--- src/rtl/uart_rx_if.sv ---
// Serial receive bundle for uart_rx: line/enable in, received byte and status pulses out.
// parity_err exists only when RX_PARITY_EN is defined.
interface uart_rx_if;
  logic       rx_en;
  logic       rx;
  logic [7:0] data_out;
  logic       rx_valid;
  logic       frame_err;
  logic       busy;
`ifdef RX_PARITY_EN
  logic       parity_err;

  modport master (output rx_en, rx, input data_out, rx_valid, frame_err, busy, parity_err);
  modport slave  (input rx_en, rx, output data_out, rx_valid, frame_err, busy, parity_err);
`else
  modport master (output rx_en, rx, input data_out, rx_valid, frame_err, busy);
  modport slave  (input rx_en, rx, output data_out, rx_valid, frame_err, busy);
`endif
endinterface

--- src/rtl/uart_rx.sv ---
// 8N1 UART receiver, mid-bit sampling with BAUD_DIV clocks per bit.
// Define RX_PARITY_EN to add an even-parity bit between bit 7 and the stop bit.
module uart_rx #(
  parameter int unsigned BAUD_DIV = 2604
) (
  input logic      clk,
  input logic      reset,
  uart_rx_if.slave bus
);

  localparam int unsigned CNT_W = (BAUD_DIV > 1) ? $clog2(BAUD_DIV) : 1;
  localparam logic [CNT_W-1:0] HALF_LAST = CNT_W'((BAUD_DIV / 2) - 1);
  localparam logic [CNT_W-1:0] BIT_LAST  = CNT_W'(BAUD_DIV - 1);

  typedef enum logic [2:0] {
    S_IDLE   = 3'd0,
    S_START  = 3'd1,
    S_DATA   = 3'd2,
    S_PARITY = 3'd3,
    S_STOP   = 3'd4
  } state_e;

  state_e           state_q;
  logic [CNT_W-1:0] cnt_q;
  logic [2:0]       idx_q;
  logic [7:0]       shift_q;
  logic [7:0]       data_out_q;
  logic             rx_valid_q;
  logic             frame_err_q;
  logic             busy_q;
  logic             armed_q;
  logic             par_ok_q;
  logic             parity_err_q;
  logic             sync1_q;
  logic             sync2_q;
  logic             rx_s;
  logic             half_hit;
  logic             bit_hit;

  // Two-flop synchronizer; idles high out of reset
  always_ff @(posedge clk or negedge reset) begin
    if (!reset) begin
      sync1_q <= 1'b1;
      sync2_q <= 1'b1;
    end else begin
      sync1_q <= bus.rx;
      sync2_q <= sync1_q;
    end
  end

  assign rx_s     = sync2_q;
  assign half_hit = (cnt_q == HALF_LAST);
  assign bit_hit  = (cnt_q == BIT_LAST);

  // armed_q blocks a new start after a framing error until the line is seen high (break)
  always_ff @(posedge clk or negedge reset) begin
    if (!reset) begin
      state_q      <= S_IDLE;
      cnt_q        <= '0;
      idx_q        <= 3'd0;
      shift_q      <= 8'h00;
      data_out_q   <= 8'h00;
      rx_valid_q   <= 1'b0;
      frame_err_q  <= 1'b0;
      parity_err_q <= 1'b0;
      busy_q       <= 1'b0;
      armed_q      <= 1'b0;
      par_ok_q     <= 1'b0;
    end else begin
      rx_valid_q   <= 1'b0;
      frame_err_q  <= 1'b0;
      parity_err_q <= 1'b0;
      if (!bus.rx_en) begin
        state_q <= S_IDLE;
        busy_q  <= 1'b0;
        cnt_q   <= '0;
        idx_q   <= 3'd0;
      end else begin
        case (state_q)
          S_IDLE: begin
            if (rx_s) begin
              armed_q <= 1'b1;
            end else if (armed_q) begin
              state_q <= S_START;
              cnt_q   <= '0;
              busy_q  <= 1'b1;
            end
          end
          S_START: begin
            if (half_hit) begin
              cnt_q <= '0;
              idx_q <= 3'd0;
              if (rx_s) begin
                state_q <= S_IDLE;
                busy_q  <= 1'b0;
              end else begin
                state_q <= S_DATA;
              end
            end else begin
              cnt_q <= cnt_q + CNT_W'(1);
            end
          end
          S_DATA: begin
            if (bit_hit) begin
              cnt_q   <= '0;
              shift_q <= {rx_s, shift_q[7:1]};
              idx_q   <= idx_q + 3'd1;
              if (idx_q == 3'd7) begin
`ifdef RX_PARITY_EN
                state_q <= S_PARITY;
`else
                state_q <= S_STOP;
`endif
              end
            end else begin
              cnt_q <= cnt_q + CNT_W'(1);
            end
          end
          S_PARITY: begin
            if (bit_hit) begin
              cnt_q    <= '0;
              par_ok_q <= ~(^{rx_s, shift_q});
              state_q  <= S_STOP;
            end else begin
              cnt_q <= cnt_q + CNT_W'(1);
            end
          end
          S_STOP: begin
            if (bit_hit) begin
              cnt_q   <= '0;
              state_q <= S_IDLE;
              busy_q  <= 1'b0;
              if (!rx_s) begin
                frame_err_q <= 1'b1;
                armed_q     <= 1'b0;
              end
`ifdef RX_PARITY_EN
              else if (!par_ok_q) begin
                parity_err_q <= 1'b1;
              end
`endif
              else begin
                data_out_q <= shift_q;
                rx_valid_q <= 1'b1;
              end
            end else begin
              cnt_q <= cnt_q + CNT_W'(1);
            end
          end
          default: begin
            state_q <= S_IDLE;
            busy_q  <= 1'b0;
          end
        endcase
      end
    end
  end

  assign bus.data_out  = data_out_q;
  assign bus.rx_valid  = rx_valid_q;
  assign bus.frame_err = frame_err_q;
  assign bus.busy      = busy_q;
`ifdef RX_PARITY_EN
  assign bus.parity_err = parity_err_q;
`endif

endmodule

--- src/flat_wrapper.sv ---
// flat-port wrapper written by rule: the top's interface ports become plain ports
module uart_rx_flat 
#(
  parameter int unsigned BAUD_DIV = 2604
)
  (clk, reset, bus_rx_en, bus_rx, bus_data_out, bus_rx_valid, bus_frame_err, bus_busy);
  uart_rx_if bus_i ();
  input logic clk;
  input logic reset;
  input wire logic [$bits(bus_i.rx_en)-1:0] bus_rx_en;
  input wire logic [$bits(bus_i.rx)-1:0] bus_rx;
  output wire logic [$bits(bus_i.data_out)-1:0] bus_data_out;
  output wire logic [$bits(bus_i.rx_valid)-1:0] bus_rx_valid;
  output wire logic [$bits(bus_i.frame_err)-1:0] bus_frame_err;
  output wire logic [$bits(bus_i.busy)-1:0] bus_busy;
  assign bus_i.rx_en = bus_rx_en;
  assign bus_i.rx = bus_rx;
  assign bus_data_out = bus_i.data_out;
  assign bus_rx_valid = bus_i.rx_valid;
  assign bus_frame_err = bus_i.frame_err;
  assign bus_busy = bus_i.busy;
  uart_rx #(.BAUD_DIV(BAUD_DIV)) u_core (.clk(clk), .reset(reset), .bus(bus_i));
endmodule
--- config.mk ---
export PLATFORM = sky130hd
export DESIGN_NAME = uart_rx_flat
export DESIGN_NICKNAME = d
export VERILOG_FILES = /design/src/rtl/uart_rx_if.sv /design/src/rtl/uart_rx.sv /design/src/flat_wrapper.sv
export SDC_FILE = /design/constraint.sdc
export NUM_CORES = 1
export LEC_CHECK = 0
export ABC_CLOCK_PERIOD_IN_PS = 2150
export BUFFER_PORTS_ARGS = -buffer_cell sky130_fd_sc_hd__buf_2
export CORE_AREA = 4 4 75 77
export DETAILED_ROUTE_END_ITERATION = 8
export DIE_AREA = 0 0 79 81
export PLACE_DENSITY = 0.62
export SLEW_MARGIN = 20
export SYNTH_ARGS = -nofsm -noshare
export SYNTH_HDL_FRONTEND = slang
export SYNTH_SLANG_ARGS = --single-unit
--- constraint.sdc ---
create_clock -name clk -period 2.15 [get_ports clk]
set_clock_uncertainty 0.15 [all_clocks]
set_input_delay 0.1075 -clock clk [delete_from_list [all_inputs] [get_ports clk]]
set_output_delay 0.1075 -clock clk [all_outputs]
set_load 0.02 [all_outputs]
==> results.md, run 1 <==
* Status: complete, no violations
* Sw Pwr at 0.000468 W
* Num CTS Buffers at 5
* Worst reg2reg setup slack at 70 ps
* CP max FO at 8
* Die area at 6400 sq um
* Min-delay worst type: in -> reg
* Clock Latency Late Sink at 290 ps
* Die X at 79 um
* CP startpoint kind: register
* Synthesized Nets at 187
* Gr usage total at 13.1%
* Final instance area at 2390 sq um
* Dominant cell type by area after synthesis: dfrtp_1
* Worst path slowest cell: dfrtp_1
* Clock-pin slew on the worst setup and hold paths at 80 ps
* # DRC at 0
* Final cell count without fillers at 276
* Routability cong. at 0.799
* Clock H-tree levels at 2
* Port buffer count at 14
* Die H at 81 um
* Commonest non-fill, non-tap cell in the layout: dfrtp_1
* Final WL at 3880 um
* Initial Utilization at 41.4%
* Synth Flop Type: dfrtp_1
* Crit path buf inv count at 1
* Final hold slack at 104 ps
* Slew Limit Fails at 0
* Internal power at 0.00114 W
* VDD IR max at 0.335 mV
* Ranking of synthesized cells by area: dfrtp_1 46%, mux2_2 8.7%, a31oi_1 3.0%, dfstp_2 2.5%, ha_1 2.4%
* Hold Startpoint: bus_rx_en
* Net Sw Frac at 29.1%
* Post-DP Area at 2260 sq um
* Number of max-cap violations at 0
* Unrepaired setup endpoints after global routing: true
* Sequential-to-total area share from yosys stat at 48.4%
* Worst R2R Start: u_core.cnt_q[0]$_DFFE_PN0P_
* Total gr overflow at 0
* Clk pwr share at 30.4%
* Setup TNS at 0 ps
* P_leak at 1.12 nW
* CTS tree: done
* Rel. slew slack at 41.4%
* CP Cell Sequence: ha_1 -> nor4b_4 -> nand3_4 -> nor3_4 -> buf_12 -> mux2_2
* Most frequent cells in the layout: 38 x dfrtp_1, 16 x mux2_2, 14 x buf_2
* Final ANT Viol Nets at 0
* Setup ws final at 70.8 ps
* Setup violators final at 0
* 1st-pass router iterations at 4
* Clock Sinks at 40
* Delay of the slowest critical-path stage at 410 ps
* HPWL after DPL at 2710 um
* Total Nets Final at 213
* Root Buffer: clkbuf_8
* Inst Count DP at 265
* Critical path origin: u_core.cnt_q[0]$_DFFE_PN0P_
* Pin count of the biggest net entering global routing at 41
* Worst Hold Depth at 3
* CP top delay family: simple AND/OR/NAND/NOR gates
* Via/cell ratio at 5.12
* Layout cells sized above 1 at 34.0%
* Flop pwr share at 52.0%
* First-pass GRT wire length at 6560 um
* Worst-margin pin slew at 880 ps
* Top cell type's share of synthesized area at 45.9%
* Vias at 1413
* Average wire per standard cell at 14.1 um
* Area grow syn2layout at 15.2%
* Critical Path End Type: register
* WHS Endpoint: u_core.bus.frame_err$_DFF_PN0_
* Post-synth EDFFs at 0
* Ys async rst share at 100%
* DP Worst Slack at 10.0 ps
* Initial antenna violation count at 0
* Number of synthesis warnings at 0
* Antenna Cells at 0
* Flops & latches, synth at 40
* Crit path time final at 2080 ps
* Fmax at 481 MHz
* # fillers at 469
* Post-Syn Area per Cell at 11.6 sq um
* Reg2reg path depth at 6
* Vias in the first global route at 1346
* Setup CP Type: reg -> reg
* Cell variety after synth at 50
* FP Rows at 26
* 1st-iter DRT viols at 49
* Core ar. at 5010 sq um
* FF-to-FF End: u_core.shift_q[3]$_DFFE_PN0P_
* Top Ports at 15
* Comb pwr share at 17.7%
* Worst path arrival time at 2110 ps
* Longest Clk Path Bufs at 2
* Final Cycle Share at 96.7%
* Post-Syn Area at 2070 sq um
* Final Hold Viols at 0
* Cells after synthesis at 179
* Pwr Density at 672 nW/um^2
* Critical path required time at 2180 ps
[area by class of cell]
cell class	count	area [sq um]	share of cell area [%]
clock buffers	6	72.6	3.04
multi-input cells	121	990	41.4
clock inverters	2	12.5	0.524
well taps	70	87.6	3.67
repair buffers	27	185	7.75
flip-flops and latches	40	1000	42.0
inverters	10	37.5	1.57
[power groups by stage]
stage	combinational [W]	clock, W	sequential (W)
floorplan	0.000206	0	0.000845
global route	0.000312	0.000539	0.000838
finish	0.000284	0.000488	0.000835
global placement	0.000279	0	0.000847
detailed placement	0.000282	0	0.000847
CTS	0.000285	0.000503	0.000832
[per-layer routing]
layer	global-route usage, %	part of all wire (%)	wire length (um)	vias up
met5	0	0	0	-
met4	5.67	1.8	70	0
met3	2.99	3.1	120	6
met2	20.1	45	1760	20
met1	17.9	50	1930	686
li1	-	-	-	701
[synthesized netlist by cell type, types with 2 or more instances]
cell	instances
o22ai_1	3
nand4_1	3
buf_4	4
clkbuf_1	2
xnor2_1	2
ha_1	4
o21ai_0	7
a21oi_1	8
and4bb_2	3
and3_1	3
nand2_1	10
nor2_1	9
a31o_2	2
nand3_1	4
nand2b_1	3
inv_1	10
mux2_2	16
and3b_1	2
mux2i_1	2
a31oi_1	10
nor3b_1	3
nor4b_2	2
dfrtp_1	38
a21o_1	2
dfstp_2	2
[sequential cells by signal (all words and copies together) (netlist names)]
| register | cells |
|---|---|
| u_core.rx_s | 1 |
| u_core.state_q | 3 |
| u_core.idx_q | 3 |
| u_core.shift_q | 8 |
| u_core.bus.busy | 1 |
| u_core.bus.rx_valid | 1 |
| u_core.sync1_q | 1 |
| u_core.armed_q | 1 |
| u_core.bus.data_out | 8 |
| u_core.cnt_q | 12 |
| u_core.bus.frame_err | 1 |
[metrics by stage]
| step | utilization (%) | total power (W) |
|---|---|---|
| after detailed placement | 45.1 | 0.00113 |
| after global placement | 45.1 | 0.00113 |
| after CTS | 47.6 | 0.00162 |
| after floorplan | - | 0.00105 |
| final | 47.7 | 0.00161 |
| after global routing | 47.7 | 0.00169 |
[worst max-delay path by stage]
stage | end | slack, ps | cells past startpoint
global route | u_core.shift_q[3]$_DFFE_PN0P_ | -6 | 6
detailed placement | u_core.shift_q[3]$_DFFE_PN0P_ | 10 | 5
CTS | u_core.shift_q[3]$_DFFE_PN0P_ | 70 | 6
finish | u_core.shift_q[3]$_DFFE_PN0P_ | 70 | 6
floorplan | u_core.bus.data_out[0]$_DFFE_PN0P_ | 120 | 5
global placement | u_core.shift_q[6]$_DFFE_PN0P_ | 40 | 5
[worst min-delay path, cell delays in order]
cell	delay (ps)
buf_2	110
or3b_4	250
nor4_1	40
[what timing repair did]
item,in CTS,in global routing
hold endpoints to repair,39,0
gates cloned,0,0
buffers inserted,1,0
hold buffers,2,0
gates resized for setup,0,1
pin swaps,1,0
endpoints found under the setup margin,3,7
[cell families after synthesis]
kind of cell             Yosys count  synth area share, %
AND/OR/NAND/NOR                   53                 18.7
AO/OA/AOI/OAI                     42                 14.6
flip-flops                        40                 48.4
multiplexers                      20                 10.9
buffers and inverters             18                 4.10
adder cells (fa/ha/maj)            4                 2.41
XOR/XNOR                           2                0.845
(Power assumes the default switching activity.)
==> inputs of run 2 (changes only) <==
Settings changed: ABC_AREA set to 1, CORE_AREA 4 4 75 77 to 4 4 79 81, DIE_AREA 0 0 79 81 to 0 0 83 85, PLACE_DENSITY 0.62 to 0.61.
==> run 2 against run 1 <==
Via count up 37%. Synthesized cell count up 66%. Die area up 10%. Critical endpoint is now u_core.bus.data_out[3]$_DFFE_PN0P_. Count of clock-buffer cells in the layout unchanged. Core utilization down 1.0 points. Total power up 20%.
==> results.md, run 2 <==
* Post-Syn Area per Cell at 7.76 sq um
* Die H at 85 um
* Status: complete, no violations
* Clk pwr share at 26.2%
* CP startpoint kind: register
* # fillers at 576
* Root Buffer: clkbuf_8
* Clock Latency Late Sink at 290 ps
* Final WL at 4900 um
* Average wire per standard cell at 12.5 um
* Dominant cell type by area after synthesis: dfrtp_1
* Comb pwr share at 28.7%
* Final hold slack at 134 ps
* Critical path required time at 2180 ps
* Pwr Density at 753 nW/um^2
* Setup CP Type: reg -> reg
* 1st-iter DRT viols at 103
* Initial Utilization at 42.1%
* Initial antenna violation count at 0
* Flop pwr share at 45.1%
* Commonest non-fill, non-tap cell in the layout: nand2_1
* Most frequent cells in the layout: 92 x nand2_1, 38 x dfrtp_1, 31 x inv_1, 27 x nor2_1, 20 x nand3_1
* Flops & latches, synth at 40
* # DRC at 0
* Number of max-cap violations at 0
* CTS tree: done
* Inst Count DP at 380
* Gr usage total at 15.2%
* Final instance area at 2550 sq um
* Final Hold Viols at 0
* Multi-input gate area at 1100 sq um
* Largest register FFs at 12
* Rel. slew slack at 72.3%
* Post-DP Area at 2430 sq um
* Vias at 1942
* Top cell type's share of synthesized area at 41.3%
* Fmax at 513 MHz
* Unrepaired setup endpoints after global routing: false
* Net Sw Frac at 37.9%
* Post-CTS Setup Bufs at 0
* Setup TNS at 0 ps
* Core ar. at 5470 sq um
* Post-synth EDFFs at 0
* Longest Clk Path Bufs at 2
* Total Nets Final at 326
* Total gr overflow at 0
* Count leader, synth: nand2_1
* Worst-margin pin slew at 415 ps
* Final ANT Viol Nets at 0
* Clock Sinks at 40
* Final cell count without fillers at 391
* Sw Pwr at 0.000729 W
* Clock H-tree levels at 2
* HPWL after DPL at 3680 um
* Sequential-to-total area share from yosys stat at 43.6%
* Most flop-heavy register: u_core.cnt_q
* Crit path time final at 1950 ps
* Reg area at 1000 sq um
* Internal power at 0.00119 W
* Die X at 83 um
* Critical Path End Type: register
* Synth Flop Type: dfrtp_1
* Post-Syn Area at 2300 sq um
* Port buffer count at 14
* Worst path arrival time at 1980 ps
* Routability cong. at 0.888
* Final Cycle Share at 90.7%
* Ys async rst share at 100%
* Min-delay worst type: in -> async
* First-pass GRT wire length at 8890 um
* VDD IR max at 0.499 mV
* Ranking of synthesized cells by area: dfrtp_1 41%, nand2_1 15%, inv_1 5.1%, nor2_1 4.4%, nand3_1 4.3%
* Pin count of the biggest net entering global routing at 20
* Vias in the first global route at 1904
* Synth top cells by count: 92 x nand2_1, 38 x dfrtp_1, 31 x inv_1
* Area grow syn2layout at 10.8%
* P_leak at 1.29 nW
* CP max FO at 17
* Num CTS Buffers at 5
* Layout cells sized above 1 at 19.4%
* Synthesized Nets at 305
* 1st-pass router iterations at 5
* Clock-pin slew on the worst setup and hold paths at 80 ps
* Cell variety after synth at 29
* Slew Limit Fails at 0
* FP Rows at 27
* Cells after synthesis at 297
* Setup violators final at 0
* Via/cell ratio at 4.97
* Top Ports at 15
* Number of synthesis warnings at 0
* Die area at 7060 sq um
* Antenna Cells at 0
[run 2: cell count changes after synthesis, sizes merged, moves of 6 or more]
cell | previous run | this run
nor2 | 10 | 33
nand4 | 3 | 9
a21oi | 9 | 3
nand2 | 10 | 96
a31oi | 11 | 0
inv | 10 | 39
nand3 | 5 | 25
mux2 | 18 | 0
o21ai | 8 | 27
[run 2: path summary, 6_finish.rpt]
path | start | to | slack (ps) | depth (start not counted)
setup / recovery | u_core.cnt_q[0]$_DFFE_PN0P_ | u_core.bus.data_out[3]$_DFFE_PN0P_ | 200 | 7
hold / removal | reset | u_core.cnt_q[5]$_DFFE_PN0P_ | 130 | 2
setup reg to reg | u_core.cnt_q[0]$_DFFE_PN0P_ | u_core.bus.data_out[3]$_DFFE_PN0P_ | 200 | 7
hold reg to reg | u_core.sync1_q$_DFF_PN1_ | u_core.rx_s$_DFF_PN1_ | 210 | 0
max in group asynchronous | reset | u_core.rx_s$_DFF_PN1_ | 1140 | 3
min in group clk | u_core.sync1_q$_DFF_PN1_ | u_core.rx_s$_DFF_PN1_ | 210 | 0
[run 2: repair_timing]
action	4_1_cts	5_1_grt
setup endpoints to repair	0	0
hold buffers	3	0
hold endpoints to repair	34	0
gates resized for setup	0	0
[run 2: power by group through the flow]
stage | sequential, W | combinational, W | clock (W)
floorplan | 0.000879 | 0.000390 | 0
global placement | 0.000881 | 0.000542 | 0
detailed placement | 0.000882 | 0.000544 | 0
CTS | 0.000868 | 0.000550 | 0.000520
global route | 0.000878 | 0.000628 | 0.000560
finish | 0.000868 | 0.000551 | 0.000504
[run 2: area by class of cell]
class,count,share of cell area [%]
tap,72,3.53
sequential,40,39.3
multi-input combinational,212,43.1
timing repair buffer,20,4.80
clock inverter,2,0.637
clock buffer,6,2.84
inverter,39,5.74
[run 2: critical path, stage by stage (launching register included)]
cell      delay, ps
dfrtp_1         460
ha_1            340
nand2_1         130
nor2_4          140
nand3_2         100
nand3b_4        310
nand2_1         150
o21ai_2          50
[run 2: per-stage QoR]
stage	worst slack, ps	total power [W]	util (%)
after global routing	45.2	0.00207	46.6
after CTS	179	0.00194	46.6
after detailed placement	200	0.00143	44.5
final	201	0.00192	46.6
after floorplan	449	0.00127	-
after global placement	289	0.00142	44.5
[run 2: per-layer routing]
metal / global-route usage [%] / vias to the layer above / part of all wire (%)
li1: - / 987 / -
met1: 20.0 / 893 / 48
met2: 25.8 / 54 / 47
met3: 3.01 / 8 / 3.6
met4: 3.71 / 0 / 1.2
met5: 0 / - / 0
[run 2: logic make-up (layout without fill, tap and decap cells)]
family | count (synthesis) | count (layout) | share of synthesized area, %
simple gates | 171 | 171 | 34.2
xor+xnor | 3 | 3 | 1.14
fa+ha+maj | 4 | 4 | 2.17
flops | 40 | 40 | 43.6
buf+inv | 45 | 67 | 8.64
compound gates | 34 | 34 | 10.3
==> inputs of run 3 (changes only) <==
Settings changed: ABC_CLOCK_PERIOD_IN_PS 2150 to 1850, PLACE_DENSITY 0.61 to 0.59.
Clock period 2.15 ns to 1.85 ns, I/O delays scaled along.
==> run 3 against run 2 <==
Count of clock-buffer cells in the layout unchanged. First-iteration DRC count decreased by 16%. Combinational power increased by 29%. Design area increased by 4.5%. Total power increased by 29%. Largest power group unchanged.
==> results.md, run 3 (same netlist as run 2, synthesis figures left out) <==
* Die area at 7060 sq um
* Die H at 85 um
* Clock Latency Late Sink at 300 ps
* Worst path arrival time at 1770 ps
* Final cell count without fillers at 400
* Setup violators final at 0
* Worst Hold Depth at 0
* Commonest non-fill, non-tap cell in the layout: nand2_1
* Antenna Cells at 0
* Average wire per standard cell at 12.9 um
* Core ar. at 5470 sq um
* Most frequent cells in the layout: 92 x nand2_1, 38 x dfrtp_1, 31 x inv_1, 27 x nor2_1, 20 x nand3_1
* First-pass GRT wire length at 8870 um
* # fillers at 559
* Initial antenna violation count at 0
* Number of max-cap violations at 0
* Total Nets Final at 335
* # DRC at 0
* Total gr overflow at 0
* Final ANT Viol Nets at 0
* Port buffer count at 14
* P_leak at 1.37 nW
* Num CTS Buffers at 5
* Layout cells sized above 1 at 22.0%
* Via/cell ratio at 4.97
* HPWL after DPL at 3690 um
* CP max FO at 5
* Clock Sinks at 40
* Top Ports at 15
* Area grow syn2layout at 15.8%
* 1st-iter DRT viols at 87
* Longest Clk Path Bufs at 2
* Die X at 83 um
* Root Buffer: clkbuf_8
* Gr usage total at 15.4%
* FP Rows at 27
* Vias at 1987
* Rel. slew slack at 66.1%
* Vias in the first global route at 1912
* Worst-margin pin slew at 508 ps
* Pin count of the biggest net entering global routing at 41
* Status: complete, no violations
* Final Cycle Share at 93.6%
* Critical path required time at 1890 ps
* Worst R2R Start: u_core.cnt_q[1]$_DFFE_PN0P_
* Grt met2 use at 24.8%
* Met3 Track Usage GR at 2.82%
* 1st-pass router iterations at 4
* Unrepaired setup endpoints after global routing: false
* FF-to-FF End: u_core.cnt_q[8]$_DFFE_PN0P_
* Min-delay worst type: reg -> reg
* Most used routing layer: met2
* Slew Limit Fails at 0
* Fmax at 577 MHz
* CP startpoint kind: register
* VDD IR max at 0.436 mV
* Initial Utilization at 42.1%
* Routability cong. at 0.884
* Largest register FFs at 12
* Pwr Density at 929 nW/um^2
* Critical Path End Type: register
* Most flop-heavy register: u_core.cnt_q
* Hold Startpoint: u_core.sync1_q$_DFF_PN1_
* Crit path time final at 1730 ps
* Final Hold Viols at 0
* Worst reg2reg setup slack at 120 ps
* Final WL at 5170 um
* CTS tree: done
* Reg2reg path depth at 7
* Setup CP Type: reg -> reg
* Clock H-tree levels at 2
* Clock-pin slew on the worst setup and hold paths at 80 ps
* Inst Count DP at 388
* Post-CTS Setup Bufs at 0
* WHS Endpoint: u_core.rx_s$_DFF_PN1_
* GR Layer Usage met1 at 20.7%
* Setup TNS at 0 ps
run 3: how the worst max path moves through the flow:
stage / startpoint / to
after floorplan: u_core.cnt_q[0]$_DFFE_PN0P_ / u_core.bus.data_out[7]$_DFFE_PN0P_
after global placement: u_core.state_q[2]$_DFFE_PN0P_ / u_core.shift_q[3]$_DFFE_PN0P_
after detailed placement: u_core.cnt_q[1]$_DFFE_PN0P_ / u_core.bus.data_out[4]$_DFFE_PN0P_
after CTS: u_core.cnt_q[1]$_DFFE_PN0P_ / u_core.bus.data_out[1]$_DFFE_PN0P_
after global routing: u_core.cnt_q[1]$_DFFE_PN0P_ / u_core.state_q[0]$_DFFE_PN0P_
final: u_core.cnt_q[1]$_DFFE_PN0P_ / u_core.cnt_q[8]$_DFFE_PN0P_
run 3: metal layers:
metal	routed length (um)	up-vias
met5	0	-
met4	95	0
met3	206	10
met2	2370	30
met1	2490	939
li1	-	1008
run 3: critical path, cell delays in order (launching register included):
cell and delay (ps):
dfrtp_1 380, ha_1 260, buf_4 150, nand3_1 140, nor3_1 230, xor2_1 160
nand3b_1 120, nand2_1 50
run 3: layout make-up:
cell class | instances | area (sq um) | area share, %
repair buffers | 28 | 185 | 6.94
multi-input cells | 213 | 1120 | 42.0
inverters | 39 | 146 | 5.49
clock inverters | 2 | 38.8 | 1.45
clock buffers | 6 | 82.6 | 3.10
flip-flops and latches | 40 | 1000 | 37.6
well taps | 72 | 90.1 | 3.38
run 3: report_power, final:
group / internal, W / total [W] / switching, W
combinational: 0.000221 / 0.000712 / 0.000491
sequential: 0.000938 / 0.000992 / 0.0000540
clock: 0.000442 / 0.000775 / 0.000333
total: 0.00160 / 0.00248 / 0.000878
run 3: timing repair:
| item | CTS | global route |
|---|---|---|
| gates resized for setup | 0 | 2 |
| endpoints found under the hold margin | 40 | 0 |
| hold buffers | 3 | 0 |
| endpoints found under the setup margin | 0 | 9 |
run 3: stage by stage:
stage / worst slack (ps) / hold slack [ps] / utilization [%] / total power [W] / area [sq um]
2_1_floorplan: 149 / -353 / - / 0.00148 / 2300
3_5_place_dp: 119 / 39.5 / 45.6 / 0.00172 / 2490
6_report: 118 / 210 / 48.7 / 0.00248 / 2670
5_1_grt: 3.65 / 218 / 48.7 / 0.00261 / 2670
3_3_place_gp: 140 / 39.7 / 45.6 / 0.00172 / 2490
4_1_cts: 107 / 211 / 48.3 / 0.00249 / 2650
